===== src/rtl/led_seq_pkg.sv =====
// Shared types, default parameters and the arbiter helper for the status-LED blink-code sequencer.
package led_seq_pkg;

   localparam int unsigned DefNReq     = 4;
   localparam int unsigned DefTickDiv  = 1048576;
   localparam int unsigned DefOnTicks  = 2;
   localparam int unsigned DefOffTicks = 2;
   localparam int unsigned DefGapTicks = 8;

   // Arbiter helper works on the widest supported request vector.
   localparam int unsigned MaxReq = 8;
   localparam int unsigned MaxIdW = 3;

   typedef enum logic [1:0] {
      StIdle,
      StOn,
      StOff,
      StGap
   } led_state_e;

   typedef struct packed {
      logic              valid;
      logic [MaxIdW-1:0] idx;
   } sel_t;

   // Fixed priority: the lowest set bit wins.
   function automatic sel_t lowest_set_index(input logic [MaxReq-1:0] vec);
      sel_t s;
      s = '0;
      for (int i = MaxReq - 1; i >= 0; i--) begin
         if (vec[i]) begin
            s.valid = 1'b1;
            s.idx   = MaxIdW'(i);
         end
      end
      return s;
   endfunction

endpackage


===== src/rtl/led_code_sequencer_tick_prescaler.sv =====
// Tick prescaler: one-cycle tick every TICK_DIV clocks while enabled; held at zero when disabled.
module tick_prescaler
   import led_seq_pkg::*;
#(
   parameter int unsigned TICK_DIV = DefTickDiv
) (
   input  logic clk,
   input  logic rst,
   input  logic en,
   output logic tick
);

   localparam int unsigned CntW = $clog2(TICK_DIV);

   logic [CntW-1:0] count_q;
   logic            at_top;

   assign at_top = (count_q == CntW'(TICK_DIV - 1));
   assign tick   = en & at_top;

   always_ff @(posedge clk or posedge rst) begin
      if (rst) begin
         count_q <= '0;
      end else if (!en || at_top) begin
         count_q <= '0;
      end else begin
         count_q <= count_q + CntW'(1);
      end
   end

endmodule


===== src/rtl/led_code_sequencer.sv =====
// Status-LED blink-code sequencer: requester k is shown as k+1 pulses followed by a gap,
// served one at a time by a fixed-priority arbiter over sticky pending flags.
module led_code_sequencer
   import led_seq_pkg::*;
#(
   parameter int unsigned N_REQ     = DefNReq,
   parameter int unsigned TICK_DIV  = DefTickDiv,
   parameter int unsigned ON_TICKS  = DefOnTicks,
   parameter int unsigned OFF_TICKS = DefOffTicks,
   parameter int unsigned GAP_TICKS = DefGapTicks
) (
   input  logic                     clk,
   input  logic                     rst,
   input  logic [N_REQ-1:0]         req,
   output logic                     LED,
   output logic                     busy,
   output logic [$clog2(N_REQ)-1:0] active_id,
   output logic [N_REQ-1:0]         pending
);

   localparam int unsigned ID_W     = $clog2(N_REQ);
   localparam int unsigned MaxOnOff = (ON_TICKS > OFF_TICKS) ? ON_TICKS : OFF_TICKS;
   localparam int unsigned MaxTicks = (MaxOnOff > GAP_TICKS) ? MaxOnOff : GAP_TICKS;
   localparam int unsigned CntW     = $clog2(MaxTicks + 1);
   localparam int unsigned RemW     = $clog2(N_REQ + 1);

   led_state_e       state_q, state_d;
   logic [CntW-1:0]  tcnt_q, tcnt_d;
   logic [RemW-1:0]  rem_q, rem_d;
   logic [ID_W-1:0]  id_q, id_d;
   logic             led_q, led_d;
   logic             busy_q, busy_d;
   logic [N_REQ-1:0] pend_q, pend_d, pend_clr;
   logic             tick;
   sel_t             sel;

   tick_prescaler #(
      .TICK_DIV (TICK_DIV)
   ) u_prescaler (
      .clk  (clk),
      .rst  (rst),
      .en   (state_q != StIdle),
      .tick (tick)
   );

   assign sel = lowest_set_index(MaxReq'(pend_q));

   always_comb begin
      state_d  = state_q;
      tcnt_d   = tcnt_q;
      rem_d    = rem_q;
      id_d     = id_q;
      pend_clr = '0;

      unique case (state_q)
         StIdle: begin
            if (sel.valid) begin
               pend_clr = N_REQ'(1) << sel.idx;
               id_d     = ID_W'(sel.idx);
               rem_d    = RemW'(sel.idx) + RemW'(1);
               tcnt_d   = '0;
               state_d  = StOn;
            end
         end
         StOn: begin
            if (tick) begin
               if (tcnt_q == CntW'(ON_TICKS - 1)) begin
                  rem_d   = rem_q - RemW'(1);
                  tcnt_d  = '0;
                  state_d = StOff;
               end else begin
                  tcnt_d = tcnt_q + CntW'(1);
               end
            end
         end
         StOff: begin
            if (tick) begin
               if (tcnt_q == CntW'(OFF_TICKS - 1)) begin
                  tcnt_d  = '0;
                  state_d = (rem_q != '0) ? StOn : StGap;
               end else begin
                  tcnt_d = tcnt_q + CntW'(1);
               end
            end
         end
         StGap: begin
            if (tick) begin
               if (tcnt_q == CntW'(GAP_TICKS - 1)) begin
                  tcnt_d  = '0;
                  state_d = StIdle;
               end else begin
                  tcnt_d = tcnt_q + CntW'(1);
               end
            end
         end
         default: state_d = StIdle;
      endcase

      // A new request on the grant edge re-queues the event.
      pend_d = (pend_q & ~pend_clr) | req;
      led_d  = (state_d == StOn);
      busy_d = (state_d != StIdle);
   end

   always_ff @(posedge clk or posedge rst) begin
      if (rst) begin
         state_q <= StIdle;
         tcnt_q  <= '0;
         rem_q   <= '0;
         id_q    <= '0;
         led_q   <= 1'b0;
         busy_q  <= 1'b0;
         pend_q  <= '0;
      end else begin
         state_q <= state_d;
         tcnt_q  <= tcnt_d;
         rem_q   <= rem_d;
         id_q    <= id_d;
         led_q   <= led_d;
         busy_q  <= busy_d;
         pend_q  <= pend_d;
      end
   end

   assign LED       = led_q;
   assign busy      = busy_q;
   assign active_id = id_q;
   assign pending   = pend_q;

endmodule

===== config.mk =====
export PLATFORM = sky130hd
export DESIGN_NAME = led_code_sequencer
export DESIGN_NICKNAME = d
export VERILOG_FILES = /design/src/rtl/led_seq_pkg.sv /design/src/rtl/led_code_sequencer_tick_prescaler.sv /design/src/rtl/led_code_sequencer.sv
export SDC_FILE = /design/constraint.sdc
export NUM_CORES = 1
export LEC_CHECK = 0
export ABC_AREA = 1
export CAP_MARGIN = 25
export CORE_AREA = 2 2 70 72
export CTS_CLUSTER_SIZE = 8
export DETAILED_ROUTE_END_ITERATION = 16
export DIE_AREA = 0 0 72 74
export PLACE_DENSITY_LB_ADDON = 0.25
export SYNTH_ARGS = -nofsm -noshare
export SYNTH_HDL_FRONTEND = slang
export SYNTH_HIERARCHICAL = 1
export SYNTH_SLANG_ARGS = --single-unit

===== constraint.sdc =====
create_clock -name clk -period 2 [get_ports clk]
set_clock_uncertainty 0.05 [all_clocks]
set_input_delay 0.4 -clock clk [delete_from_list [all_inputs] [get_ports clk]]
set_output_delay 0.4 -clock clk [all_outputs]
set_load 0.02 [all_outputs]

# --- Yosys cells after proc, flatten, opt, wreduce, memory -nomap -nowiden ---
# Cells that the tools add are included.
word_totals:
  regBits: 37
  elab_cells: 66
classes:
  add_sub_neg: 4
  n_eq_ne: 12
  n_shift: 1
  mux: 26
  bitwise: 4
  reduce_logical: 11
ops:
  columns: ["op", "count"]
  rows:
  - ["$mux 4", 11]
  - ["$add 20x1->20 const B", 1]
  - ["$eq 20x20->1 const B", 1]
  - ["$mux 20", 1]
  - ["$mux 2", 8]
  - ["$pmux 4 s3", 1]
  - ["$mux 3", 3]
  - ["$ne 2x2->1 const B", 4]
  - ["$pmux 2 s4", 1]
  - ["$pmux 3 s2", 1]
  - ["$reduce_bool 2->1", 3]
  - ["$add 4x1->4 const B", 1]
  - ["$and 4x4->4", 1]
  - ["$eq 2x1->1 const B", 2]
  - ["$eq 2x2->1 const B", 2]
  - ["$eq 4x1->1 const B", 1]
  - ["$eq 4x3->1 const B", 1]
  - ["$not 4->4", 1]
  - ["$or 4x4->4", 1]
  - ["$reduce_and 4->1", 1]
  - ["$shl 1x3->4 const A", 1]
  - ["$add 3x1->3 const B", 1]
  - ["$reduce_and 3->1", 1]
  - ["$reduce_bool 3->1", 1]
  - ["other kinds (8)", 8]

# --- Longest topological paths before layout ---
logic_depth:
  word_depth: 10
  depth_mapped: 14

# --- By module ---
# Netlist, hierarchy kept.
by_module_without_submodules:
  columns: ["module", "n_inst", "cells_each", "area_per_inst_um2", "seq_area_each_um2"]
  rows:
  - ["tick_prescaler", 1, 145, 1106.1, 500.5]
  - ["led_code_sequencer", 1, 125, 1097.3, 425.4]

# --- Least setup slack after synthesis ---
# Ideal clock, no wire load.
synth_path:
  kind: "register to register"
  startpoint: "register u_prescaler.count_q[0]"
  endpoint: "register busy_q (netlist: busy)"
  setup_time_ps: 128
  t_arrival_ps: 1758
  path_slack_ps: 64
  path_stages_with_launch: 13
  path_buffers: 0
  synth_period_minus_slack_ps: 1936
  cell_sequence: "dfrtp_1 -> ha_1 -> nand2_1 -> nor2_2 -> nand2_2 -> nor2_2 -> nand3_2 -> nor2_1 -> nand3_2 -> nand2_2 -> nand3_2 -> a21oi_4 -> nand3_1"
synth_between:
  elab_chain_cells: 5
  word_cells_on_any_way: 7
  classes_between: "1 x eq/ne; 4 x mux; 1 x bitwise; 1 x reduce/logical"
synth_rtl:
  columns: ["element", "line", "source"]
  rows:
  - ["start: declaration", "led_code_sequencer_tick_prescaler.sv:15", "logic [CntW-1:0] count_q;"]
  - ["start signal: assignment", "led_code_sequencer_tick_prescaler.sv:27", "count_q <= count_q + CntW'(1);"]
  - ["$eq 20x20->1 (*)", "led_code_sequencer_tick_prescaler.sv:18", "assign at_top = (count_q == CntW'(TICK_DIV - 1));"]
  - ["$and 1x1->1 (*)", "led_code_sequencer_tick_prescaler.sv:19", "assign tick = en & at_top;"]
  - ["via tick", "led_code_sequencer.sv:34", "logic tick;"]
  - ["$mux 2 (on tied branches)", "led_code_sequencer.sv:87, led_code_sequencer.sv:66, led_code_sequencer.sv:77", null]
  - ["$pmux 2 s4 (*)", "led_code_sequencer.sv:55", "unique case (state_q)"]
  - ["$reduce_bool 2->1 (*)", "led_code_sequencer.sv:102", "busy_d = (state_d != StIdle);"]
  - ["via busy_d", "led_code_sequencer.sv:32", "logic busy_q, busy_d;"]
  - ["end signal: assignment", "led_code_sequencer.sv:120", "busy_q <= busy_d;"]
  - ["end: declaration", "led_code_sequencer.sv:32", null]
# The timed path passes the listed nets; every way through them passes the cells marked *.
# A chain may end at the register's enable or synchronous reset.

# --- Worst setup path in the final report ---
layout_path:
  startpoint: "register u_prescaler.count_q[1]"
  endpoint: "register busy_q (netlist: busy)"
# The elaborated chain is that of the path after synthesis.

==> impl_summary.log <==
[metrics] outcome: finished, final reports clean
[metrics] final number of max-transition violations: 0
[metrics] core occupancy in the finished layout: a little under three fifths
[metrics] floorplan die area: about 5300 um^2
[metrics] share of cells above drive strength 1: between 10% and 20%
[metrics] max_cap viols: 0
[metrics] nature of the critical path startpoint: flip-flop
[metrics] Hold Fails Final Rpt: 0
[metrics] number of instances in the synthesized netlist: 270
[metrics] HPWL after DPL: 2970 um
[metrics] number of iterations in the first detailed-routing pass: 4
[metrics] Vias per Instance: 4.87
[metrics] I/O pin count: 14
[metrics] Clk Latency, worst-skew pair: 280 ps
[metrics] largest fanout on the critical path: 4
[metrics] transition time of the tightest slew-check pin: 416 ps
[metrics] Yosys warnings: 6
[metrics] Static Leak: around 1.2 nW
[metrics] DRT iter0 DRCs: 67
[metrics] final design area excluding fillers: about 2600 um^2
[metrics] Placement Cell Area: roughly 2400 um^2
[metrics] number of cell instances on the worst register-to-register path: 12
[metrics] cell types with the highest counts after synthesis: nand2_1 (58), nor2_1 (46), dfrtp_1 (37)
[metrics] cell taking the most area after synthesis: dfrtp_1
[metrics] number of hold buffers added after cts: 0
[metrics] Final Worst Setup Slack: just over 90 ps
[metrics] worst IR drop on VDD: 0.294 mV
[metrics] most frequently used cell type in the post-synthesis netlist: nand2_1
[metrics] flops & latches, synth: 37
[metrics] share of flip-flops with an asynchronous set or reset after synthesis: between 90% and 100%
[metrics] # H-tree levels: 2
[metrics] P per Cell Area: about 500 nW/um^2
[metrics] number of antenna violations at the first check in global routing: 0
[metrics] min Tclk post-route: between 1500 and 2000 ps
[metrics] number of routed nets with antenna violations: 0
[metrics] number of enable flip-flop cells after synthesis: 0
[metrics] count of clock tree sinks: 37
[metrics] standard cell core area: 4600 um^2
[metrics] CTS tree: yes
[metrics] All-Layer GR Usage: 17.2%
[metrics] Critical Path End Type: flip-flop
[metrics] max frequency: roughly 520 MHz
[metrics] Remaining DRCs: 0
[metrics] Slew HR: approximately 72%
[metrics] final wirelength: 4070 um
[metrics] count of endpoints failing setup in the final report: 0
[metrics] clk slew on worst S/H paths: approximately 70 ps
[metrics] area taken by multi-input logic gates: about 1200 um^2
[metrics] Tcrit/Tclk final: between 90% and 100%
[metrics] wire length per cell: 11.6 um
[metrics] area growth from synthesis to layout: 17.1%
[metrics] data arrival time at the worst-slack endpoint: 2020 ps
[metrics] chip width: roughly 70 um
[metrics] routability cong.: 0.878
[metrics] synth unique cells: 31
[metrics] type of the most critical hold path: primary input to asynchronous set/reset pin
[metrics] via count of the first global-routing pass: 1699
[metrics] effective utilization at floorplan: ~48%
[metrics] largest buffer count on any clock path: 2
[metrics] hold slack: roughly 400 ps
[metrics] CP Class: flip-flop to flip-flop
[metrics] Rows: 25
[metrics] vias after detailed routing: approximately 1.7k
[metrics] pre-CTS setup slack: -8.68 ps
[metrics] overall overflow remaining after global route: 0
[metrics] Inserted Clock Buffers: 5
[metrics] net count after synthesis: roughly 290
[metrics] root buffer cell: clkbuf_8
[metrics] layout filler cell count: 424
[metrics] pin count of the biggest net entering global routing: 21
[metrics] largest cells by area after synthesis: dfrtp_1 (42%), nand2_1 (9.9%), nor2_1 (7.8%), ha_1 (6.2%), inv_1 (4.4%)
[metrics] antenna diode count: 0
[metrics] netlist area before placement: 2200 um^2
[metrics] area taken by flip-flops and latches: between 900 and 1000 um^2
[metrics] commonest register cell after synthesis: dfrtp_1
[metrics] required time at the endpoint of the critical path: roughly 2100 ps
[metrics] sequential element share of the synthesized area: a little over two fifths
[metrics] post-synth top area share: a little over two fifths
[metrics] overall power: 1.29 mW
[metrics] floorplan die height: roughly 74 um
[metrics] post-synthesis average cell area: 8.16 um^2
[metrics] Total Nets Final: 315
[metrics] Port Buffers: 13
[metrics] wire length of the first global-routing pass: a little over 7000 um
==> power breakdown <==
part	switching [mW]	total [mW]	leakage (nW)	internal (mW)
Clock	0.243	0.516	0.0443	0.273
Sequential	0.000000000000000186	0.748	0.466	0.748
Combinational	0.0162	0.0285	0.656	0.0123
Total	0.259	1.29	1.17	1.03
==> through the flow <==
stage,std cells,TNS (ps)
global route,352,-157
global placement,343,0
detailed placement,343,-8.68
floorplan,270,0
CTS,350,0
finish,352,0
==> path summary, 6_finish.rpt <==
path                                                   from                          endpoint  slack (ps)
max                        u_prescaler/count_q[1]$_DFF_PP0_                    busy$_DFF_PP0_          90
min                                                     rst              rem_q[2]$_DFFE_PP0P_         400
max reg2reg                u_prescaler/count_q[1]$_DFF_PP0_                    busy$_DFF_PP0_          90
min reg2reg                        active_id[0]$_DFFE_PP0P_          active_id[0]$_DFFE_PP0P_         440
max in group asynchronous                               rst  u_prescaler/count_q[8]$_DFF_PP0_        1270
min in group clk                   active_id[0]$_DFFE_PP0P_          active_id[0]$_DFFE_PP0P_         440
==> registers in the layout (all words and copies together), names as in the netlist <==
name and cells:
LED 1, rem_q 3, active_id 2, busy 1, pending 4, u_prescaler/count_q 20, tcnt_q 4, state_q 2
==> per-layer routing <==
metal,wire length [um],global-route usage (%),vias up
met5,0,0,-
met4,65,6.29,0
met3,83,3.66,7
met2,2060,31.4,14
met1,1860,20.0,785
li1,-,-,908
==> cells by family after synthesis <==
| kind of cell | count (synthesis) | share of synthesized area [%] |
|---|---|---|
| DFF | 37 | 42.0 |
| adders and majority gates | 11 | 6.25 |
| buffers and inverters | 36 | 7.33 |
| AOI/OAI and AO/OA | 24 | 7.84 |
| muxes | 2 | 0.965 |
| xor gates and xnor gates | 12 | 4.77 |
| and+or+nand+nor | 148 | 30.8 |
==> timing repair <==
action,4_1_cts,5_1_grt
endpoints found under the setup margin,2,7
pin swaps,0,2
resized for setup,1,9
setup buffers,0,2
==> cell usage in the layout (no fill, tap or decap), drive strengths merged <==
cell type,netlist,final
a21oi,4,4
ha,11,11
mux2i,1,1
nand3,21,21
clkdlybuf4s50,0,13
or2,2,2
nor2,54,54
a21o,1,1
nand2,64,64
nand3b,1,1
nand4,5,5
o21ai,8,8
xor2,10,10
nor3,1,1
buf,4,12
o22ai,2,2
o211ai,1,1
o21bai,8,8
dfrtp,37,37
clkbuf,0,7
mux2,1,1
inv,32,32
xnor2,2,2
==> worst max-delay path, stage by stage (launching register included) <==
cell	delay, ps
dfrtp_1	350
ha_2	200
nand2_2	80
nor2_4	100
nand2_2	70
nor2_2	90
nand3_2	110
nor2_4	190
nand4_1	120
nand2_1	100
nand3_2	100
a21oi_4	140
nand3_1	80
==> layout make-up <==
class                   count  area share, %
clock buffers               7           3.35
inverters                  32           4.66
flip-flops and latches     37           35.9
repair buffers             25           8.54
well taps                  54           2.62
multi-input cells         197           45.0
Note: power is estimated with default switching activity, not from simulation.
